==> src/rtl/cnn_pkg.sv <==
// Shared types and default sizing for the convolution layer scheduler.
package cnn_pkg;

    localparam int unsigned DEF_MAX_KERNELS    = 8;
    localparam int unsigned DEF_FLUSH_CYCLES   = 3;
    localparam int unsigned DEF_TIMEOUT_CYCLES = 2048;

    typedef enum logic [2:0] {
        IDLE,
        FLUSH,
        RUN,
        STORE,
        NEXT,
        FINISH
    } sched_state_t;

endpackage

==> src/rtl/pass_timer.sv <==
// Loadable down-counter with a registered expired flag; shared by flush and timeout timing.
module pass_timer #(
    parameter int unsigned WIDTH = 12
) (
    input  logic             clk,
    input  logic             rst,
    input  logic             load_i,
    input  logic [WIDTH-1:0] load_val_i,
    input  logic             en_i,
    output logic             expired_o
);

    logic [WIDTH-1:0] count_q;
    logic             expired_q;

    // Expired is tracked alongside the count so it is available as a flop output.
    always_ff @(posedge clk or posedge rst) begin
        if (rst) begin
            count_q   <= '0;
            expired_q <= 1'b0;
        end else if (load_i) begin
            count_q   <= load_val_i;
            expired_q <= (load_val_i == '0);
        end else if (en_i && (count_q != '0)) begin
            count_q   <= count_q - WIDTH'(1);
            expired_q <= (count_q == WIDTH'(1));
        end
    end

    assign expired_o = expired_q;

endmodule

==> src/rtl/conv_layer_sched.sv <==
// Layer scheduler: sequences flush / run / store passes of a convolution engine per kernel.
module conv_layer_sched
    import cnn_pkg::*;
#(
    parameter int unsigned MAX_KERNELS    = DEF_MAX_KERNELS,
    parameter int unsigned FLUSH_CYCLES   = DEF_FLUSH_CYCLES,
    parameter int unsigned TIMEOUT_CYCLES = DEF_TIMEOUT_CYCLES
) (
    input  logic                           clk,
    input  logic                           rst,
    input  logic                           start,
    input  logic [$clog2(MAX_KERNELS):0]   num_kernels,
    input  logic                           abort,
    input  logic                           eng_done,
    output logic                           eng_rst_n,
    output logic [$clog2(MAX_KERNELS)-1:0] ker_sel,
    output logic                           fmap_wr,
    output logic                           busy,
    output logic                           done,
    output logic                           err
);

    localparam int unsigned KS_W    = $clog2(MAX_KERNELS);
    localparam int unsigned NK_W    = KS_W + 1;
    localparam int unsigned TMR_MAX = (TIMEOUT_CYCLES > FLUSH_CYCLES) ? TIMEOUT_CYCLES : FLUSH_CYCLES;
    localparam int unsigned TMR_W   = $clog2(TMR_MAX + 1);

    sched_state_t    state_q, state_d;
    logic [NK_W-1:0] count_q;
    logic [KS_W-1:0] ker_sel_q;
    logic            done_prev_q;
    logic            eng_rst_n_q;
    logic            fmap_wr_q;
    logic            busy_q;
    logic            done_q;
    logic            err_q;

    logic             cfg_ok;
    logic             accept;
    logic             eng_rise;
    logic             last_pass;
    logic             set_err;
    logic             tmr_load;
    logic [TMR_W-1:0] tmr_val;
    logic             tmr_en;
    logic             tmr_expired;

    assign cfg_ok    = (num_kernels != '0) && (num_kernels <= NK_W'(MAX_KERNELS));
    assign accept    = (state_q == IDLE) && start && cfg_ok;
    assign eng_rise  = eng_done && !done_prev_q;
    assign last_pass = ({1'b0, ker_sel_q} == (count_q - NK_W'(1)));
    assign tmr_en    = (state_q == FLUSH) || (state_q == RUN);

    pass_timer #(
        .WIDTH (TMR_W)
    ) u_pass_timer (
        .clk        (clk),
        .rst        (rst),
        .load_i     (tmr_load),
        .load_val_i (tmr_val),
        .en_i       (tmr_en),
        .expired_o  (tmr_expired)
    );

    // Next-state and timer control; abort overrides everything outside IDLE.
    always_comb begin
        state_d  = state_q;
        set_err  = 1'b0;
        tmr_load = 1'b0;
        tmr_val  = '0;
        case (state_q)
            IDLE: begin
                if (start) begin
                    if (cfg_ok) begin
                        state_d  = FLUSH;
                        tmr_load = 1'b1;
                        tmr_val  = TMR_W'(FLUSH_CYCLES - 1);
                    end else begin
                        set_err = 1'b1;
                    end
                end
            end
            FLUSH: begin
                if (tmr_expired) begin
                    state_d  = RUN;
                    tmr_load = 1'b1;
                    tmr_val  = TMR_W'(TIMEOUT_CYCLES - 1);
                end
            end
            RUN: begin
                if (eng_rise) begin
                    state_d = STORE;
                end else if (tmr_expired) begin
                    state_d = IDLE;
                    set_err = 1'b1;
                end
            end
            STORE: state_d = NEXT;
            NEXT: begin
                if (last_pass) begin
                    state_d = FINISH;
                end else begin
                    state_d  = FLUSH;
                    tmr_load = 1'b1;
                    tmr_val  = TMR_W'(FLUSH_CYCLES - 1);
                end
            end
            FINISH:  state_d = IDLE;
            default: state_d = IDLE;
        endcase
        if (abort && (state_q != IDLE)) begin
            state_d  = IDLE;
            set_err  = 1'b0;
            tmr_load = 1'b0;
        end
    end

    // State, pass bookkeeping and outputs decoded from the upcoming state.
    always_ff @(posedge clk or posedge rst) begin
        if (rst) begin
            state_q     <= IDLE;
            count_q     <= '0;
            ker_sel_q   <= '0;
            done_prev_q <= 1'b0;
            eng_rst_n_q <= 1'b0;
            fmap_wr_q   <= 1'b0;
            busy_q      <= 1'b0;
            done_q      <= 1'b0;
            err_q       <= 1'b0;
        end else begin
            state_q     <= state_d;
            done_prev_q <= eng_done;
            eng_rst_n_q <= (state_d == RUN) || (state_d == STORE);
            fmap_wr_q   <= (state_d == STORE);
            busy_q      <= (state_d != IDLE);
            done_q      <= (state_d == FINISH);
            if (accept) begin
                count_q   <= num_kernels;
                ker_sel_q <= '0;
                err_q     <= 1'b0;
            end else if (set_err) begin
                err_q <= 1'b1;
            end
            if ((state_q == NEXT) && (state_d == FLUSH)) begin
                ker_sel_q <= ker_sel_q + KS_W'(1);
            end
        end
    end

    assign eng_rst_n = eng_rst_n_q;
    assign ker_sel   = ker_sel_q;
    assign fmap_wr   = fmap_wr_q;
    assign busy      = busy_q;
    assign done      = done_q;
    assign err       = err_q;

endmodule

==> config.mk <==
export PLATFORM = sky130hd
export DESIGN_NAME = conv_layer_sched
export DESIGN_NICKNAME = d
export VERILOG_FILES = /design/src/rtl/cnn_pkg.sv /design/src/rtl/pass_timer.sv /design/src/rtl/conv_layer_sched.sv
export SDC_FILE = /design/constraint.sdc
export NUM_CORES = 1
export LEC_CHECK = 0
export CAP_MARGIN = 20
export CORE_UTILIZATION = 45
export DETAILED_ROUTE_END_ITERATION = 6
export PLACE_DENSITY = 0.65
export SETUP_SLACK_MARGIN = 0.5
export SYNTH_ARGS = -nofsm -noshare
export SYNTH_HDL_FRONTEND = slang
export SYNTH_SLANG_ARGS = --single-unit
==> constraint.sdc <==
create_clock -name clk -period 3.4 [get_ports clk]
set_input_delay 0.85 -clock clk [delete_from_list [all_inputs] [get_ports clk]]
set_output_delay 0.85 -clock clk [all_outputs]
set_load 0.01 [all_outputs]
==> results of run 1 <==
[worst max-delay path, stage by stage]
cell and delay (ns):
clkdlybuf4s50_1 0.47, or4_4 0.55, nand3_4 0.18, o211ai_1 0.12
and3_1 0.19, or3_1 0.34
[cell usage after synthesis (4+ instances only)]
cell,instances,area [sq um]
nand3_1,4,20.02
xnor2_1,4,35.03
a21oi_2,8,70.07
a21oi_1,5,25.02
o21ai_0,5,25.02
inv_1,10,37.54
xor2_1,5,43.79
nor2_1,9,33.78
ha_1,4,50.05
nand2_1,9,33.78
nor3_1,8,40.04
o211ai_1,4,30.03
dfrtp_1,29,725.7
[sequential cells by signal, summed over array words and instances, names as in the netlist]
signal and count:
u_pass_timer.count_q 12, count_q 4, ker_sel 3, state_q 3
busy 1, done 1, done_prev_q 1, eng_rst_n 1
err 1, fmap_wr 1, u_pass_timer.expired_o 1
[kinds of logic (layout without fill, tap and decap cells)]
| logic type | count (synthesis) | after routing | share of synthesized area [%] |
|---|---|---|---|
| AOI/OAI and AO/OA | 38 | 38 | 16.48 |
| xor gates and xnor gates | 10 | 10 | 5.330 |
| and+or+nand+nor | 63 | 63 | 25.74 |
| adders and majority gates | 5 | 5 | 3.366 |
| buffers and inverters | 16 | 37 | 4.839 |
| DFF | 29 | 29 | 40.67 |
| muxes | 6 | 6 | 3.576 |
[per-layer routing]
metal / track usage (%) / vias to the layer above / share of wire (%)
met2: 30.47 / 21 / 47
met3: 3.873 / 5 / 2.6
li1: - / 647 / -
met1: 25.89 / 659 / 48
met5: 0 / - / 0
met4: 10.00 / 0 / 1.9
[power groups by stage]
stage	clock [W]	sequential [W]	combinational, W
after global routing	0.000295	0.000627	0.000662
final	0.000279	0.000607	0.000591
after floorplan	0	0.000570	0.000490
after global placement	0	0.000601	0.000566
after CTS	0.000287	0.000605	0.000593
after detailed placement	0	0.000609	0.000589
[how the worst max path moves through the flow]
| stage | start | endpoint | slack (ns) | depth (start not counted) |
|---|---|---|---|---|
| after floorplan | num_kernels[3] | busy | 1.15 | 5 |
| after global placement | num_kernels[1] | busy | 0.62 | 6 |
| after detailed placement | num_kernels[1] | busy | 0.58 | 6 |
| after CTS | num_kernels[1] | busy | 0.88 | 6 |
| after global routing | num_kernels[1] | busy | 0.77 | 6 |
| final | num_kernels[1] | busy | 0.88 | 6 |
[metrics by stage]
step                setup slack (ns)  power [W]  util (%)  cell area, sq um  instances
floorplan                      1.151   0.001061         -              1784        167
global placement              0.6220   0.001166     52.84              1978        228
detailed placement            0.5755   0.001199     52.84              1978        228
CTS                           0.8773   0.001485     55.15              2064        236
global route                  0.7743   0.001584     55.15              2064        236
finish                        0.8794   0.001476     55.15              2064        236
[final cells by class]
| cell class | count | area share (%) |
|---|---|---|
| Clock buffer | 5 | 3.333 |
| Clock inverter | 3 | 0.8485 |
| Inverter | 10 | 1.818 |
| Multi-Input combinational cell | 122 | 47.09 |
| Sequential cell | 29 | 35.15 |
| Tap cell | 48 | 2.909 |
| Timing Repair Buffer | 19 | 8.848 |
==> results.json, run 1 <==
{
  "hold_ws_ns": 0.5272,
  "min_path_type": "reg -> reg",
  "vias_per_cell": 5.644,
  "cp.required_ns": 3.57,
  "relSlewSlack_pct": 63.27,
  "p_leak_nw": 0.8210,
  "drc": 0,
  "n_fill_cell": 352,
  "drv_cap": 0,
  "start_kind": "input port",
  "cts_setup_buffers": 0,
  "netlist_instances": 167,
  "combPwrFrac_pct": 40.0,
  "drive_gt1_share_pct": 20.74,
  "crit_type": "in -> reg",
  "arrival_ns": 2.69,
  "r2r_slack_ns": 1.15,
  "diodes": 0,
  "clkLatencyLatePin_ns": 0.29,
  "async_flop_share_pct": 100.0,
  "place_congestion": 0.8394,
  "power_switching_w": 0.0006006,
  "multi_input_area_sq_um": 972.2,
  "cts_root_buffer": "clkbuf_8",
  "p_per_area_mw_per_mm2": 715.1,
  "post_cts_resized": 0,
  "final_antenna_net_count": 0,
  "grt_max_degree": 30,
  "power_frac_seq_pct": 41.1,
  "r2r_start": "u_pass_timer.count_q[0]",
  "initial_core_util_pct": 47.66,
  "max_clock_freq_mhz": 396.7,
  "status": "finished clean",
  "grt_antenna_before_repair": 0,
  "die_y_um": 64.97,
  "num_io_pins": 17,
  "cts_tree": "done",
  "post-route-period-util_pct": 74.13,
  "drv_slew": 0,
  "synth_edf_count": 0,
  "synth_area_sq_mm": 0.001784,
  "num_vias": 1332,
  "hold_start": "err",
  "internal_power_w": 0.0008757,
  "syn_to_final_growth_pct": 15.71,
  "clock-skew-final_ns": 0.006604,
  "final_common_cell": "dfrtp_1",
  "wl_per_cell_um": 15.29,
  "path_clk_slew_ns": 0.07,
  "min_to": "err",
  "fin_nets": 200,
  "overflow": 0,
  "cts_buffer_depth": 2,
  "cts_max_level": 2,
  "worstHoldPathCells": 1,
  "grt_pass1_wl_mm": 6.154,
  "port_buffers": 16,
  "setup_viol": 0,
  "ys_types": 51,
  "routed_wl_mm": 3.608,
  "tightest_slew_ns": 0.5509,
  "clock_sinks": 29,
  "grt_pass1_vias": 1317,
  "final_cell_mix": "dfrtp_1 (29), clkdlybuf4s50_1 (16), inv_1 (10)",
  "end_kind": "flip-flop",
  "fin_setup_tns_ns": 0,
  "yosys_warnings": 0,
  "rsz0062_at_grt": "false",
  "fin_crit_ns": 2.521,
  "drt_iter0_markers": 69,
  "grt_use_total_pct": 19.67,
  "coreArea_sq_mm": 0.003744,
  "dpl.hpwl_mm": 2.628,
  "p_sw_share_pct": 40.68,
  "r2r-end": "u_pass_timer.count_q[10]",
  "ir_worst_vdd_uv": 343.7,
  "ys.flop_type": "dfrtp_1",
  "seq_area_frac_synth_pct": 40.67,
  "rr_worst_depth": 7,
  "hold_viol_final": 0,
  "dr.pass1.iters": 4,
  "seq_area_sq_um": 725.7,
  "avgSynthCellArea_sq_um": 10.68,
  "ys_seq_elements": 29,
  "path_max_fanout": 9,
  "cts-buffers-inserted": 5,
  "ctsHoldBuffers": 0,
  "die_x_um": 64.97,
  "core.rowCount": 22,
  "synth_nets": 180,
  "pwr-share-clk_pct": 18.9,
  "die_area_sq_mm": 0.004220
}
No activity file was read; power rests on OpenSTA's default activity.
==> run 2: changes to the inputs <==
Settings changed: PLACE_DENSITY 0.65 to 0.68.
Clock period 3.4 ns to 2.3 ns, I/O delays scaled along.
==> results.json, run 2 (synthesized netlist as in run 1, its figures left out) <==
{
  "num_vias": 1621,
  "grt_pass1_wl_mm": 7.065,
  "drc": 0,
  "final_antenna_net_count": 0,
  "cp.required_ns": 2.45,
  "grt_pass1_vias": 1524,
  "max_clock_freq_mhz": 486.6,
  "port_buffers": 16,
  "grtUsageMet2_pct": 38.28,
  "die_y_um": 64.97,
  "min_path_type": "in -> reg",
  "diodes": 0,
  "hold_ws_ns": 0.4460,
  "final_cell_mix": "buf_4 (44), dfrtp_1 (26), nand2_1 (9), buf_6 (9), clkdlybuf4s50_1 (9)",
  "largest_register": "u_pass_timer.count_q",
  "routed_wl_mm": 5.271,
  "cts_root_buffer": "clkbuf_8",
  "fin_nets": 254,
  "place_area_sq_mm": 0.002132,
  "ctsHoldBuffers": 0,
  "pwr-share-clk_pct": 14.4,
  "overflow": 0,
  "num_io_pins": 17,
  "coreArea_sq_mm": 0.003744,
  "final_common_cell": "buf_4",
  "p_leak_nw": 1.169,
  "clock-skew-final_ns": 0.008138,
  "max_stage_delay_ns": 0.43,
  "cts_tree": "done",
  "crit_buf_inv": 2,
  "relSlewSlack_pct": 74.24,
  "path_clk_slew_ns": 0.06,
  "vias_per_cell": 5.609,
  "top_regs": "u_pass_timer.count_q (12), count_q (4)",
  "internal_power_w": 0.001828,
  "worst_path_max_delay_cell": "dfrtp_1",
  "status": "finished clean",
  "crit_type": "reg -> reg",
  "start_kind": "flip-flop",
  "drt_iter0_markers": 68,
  "rsz0062_at_grt": "true",
  "fin_setup_tns_ns": 0,
  "met3_usage_pct": 5.458,
  "cts-buffers-inserted": 5,
  "setup_viol": 0,
  "use_met1_pct": 27.98,
  "p_per_area_mw_per_mm2": 1081,
  "dpl.hpwl_mm": 2.725,
  "arrival_ns": 2.21,
  "path_max_fanout": 4,
  "grt_antenna_before_repair": 0,
  "fin_util_pct": 74.23,
  "initial_core_util_pct": 47.66,
  "core.rowCount": 22,
  "ir_worst_vdd_uv": 765.7,
  "end_kind": "flip-flop",
  "hold_viol_final": 0,
  "die_area_sq_mm": 0.004220,
  "drv_slew": 0,
  "drv_cap": 0,
  "crit_chain": "inv_2 > ha_4 > xor2_4 > nor3_2 > buf_4 > o211ai_1 > a21oi_1 > or3_1",
  "fin_crit_ns": 2.055,
  "post-route-period-util_pct": 89.34,
  "grt_busiest_layer": "met2",
  "wl_per_cell_um": 18.24,
  "clock_sinks": 29,
  "grt_use_total_pct": 22.44,
  "die_x_um": 64.97,
  "place_congestion": 0.7821,
  "combPwrFrac_pct": 56.0,
  "grt_max_degree": 30,
  "dr.pass1.iters": 4,
  "p_total_w": 0.003005,
  "p_sw_share_pct": 39.17,
  "cp_top_family": "compound AO/OA/AOI/OAI gates",
  "cts_buffer_depth": 2,
  "power_switching_w": 0.001177,
  "final_cell_area_sq_mm": 0.002779,
  "cts_max_level": 2,
  "clkLatencyLatePin_ns": 0.29,
  "power_frac_seq_pct": 29.5,
  "syn_to_final_growth_pct": 55.75,
  "largest_reg_flops": 12,
  "drive_gt1_share_pct": 51.04,
  "tightest_slew_ns": 0.3834
}
## run 2: cell types whose count changed in the layout (fill, tap and decap cells not counted), moves of 4 or more
cell             change
buf_4               +41
o21ai_0              -4
clkdlybuf4s50_1      -7
buf_6                +9
inv_2                +4
inv_1                -4
## run 2: final cells by class
type	count	area, sq um
fillers	253	964.7
clock buffers	7	86.33
well taps	48	60.06
flip-flops and latches	29	729.5
inverters	10	37.54
multi-input cells	122	1179
repair buffers	73	686.9
## run 2: final timing paths
| path | startpoint | endpoint | slack [ns] | cells after the start |
|---|---|---|---|---|
| setup / recovery | count_q[1] | busy | 0.25 | 8 |
| hold / removal | eng_done | done_prev_q | 0.45 | 1 |
| setup reg to reg | count_q[1] | busy | 0.25 | 8 |
| hold reg to reg | err | err | 0.52 | 1 |
| max in group asynchronous | rst | state_q[0] | 1.33 | 3 |
| min in group asynchronous | rst | ker_sel[2] | 0.67 | 3 |
## run 2: metrics by stage
step / setup slack, ns / cells
finish: 0.2451 / 289
global route: 0.1623 / 289
CTS: 0.4088 / 272
detailed placement: -0.09792 / 244
global placement: -0.07395 / 244
floorplan: 0.3419 / 167
## run 2: repair_timing
action | CTS | global route
endpoints found under the setup margin | 25 | 19
pin swaps | 18 | 20
setup buffers | 20 | 16
resized for setup | 44 | 32
cloned | 1 | 1
## run 2: per-layer routing
layer	share of wire, %	wire [um]
met4	1.9	99
met3	3.0	160
met2	53	2791
met1	42	2219
met5	0	0
## run 2: power groups by stage
stage / Sequential (W) / Clock, W / Combinational [W]
after detailed placement: 0.000903 / 0 / 0.000942
after global routing: 0.000912 / 0.000465 / 0.00178
after floorplan: 0.000849 / 0 / 0.000729
after CTS: 0.000880 / 0.000436 / 0.00128
final: 0.000888 / 0.000434 / 0.00168
after global placement: 0.000884 / 0 / 0.000914
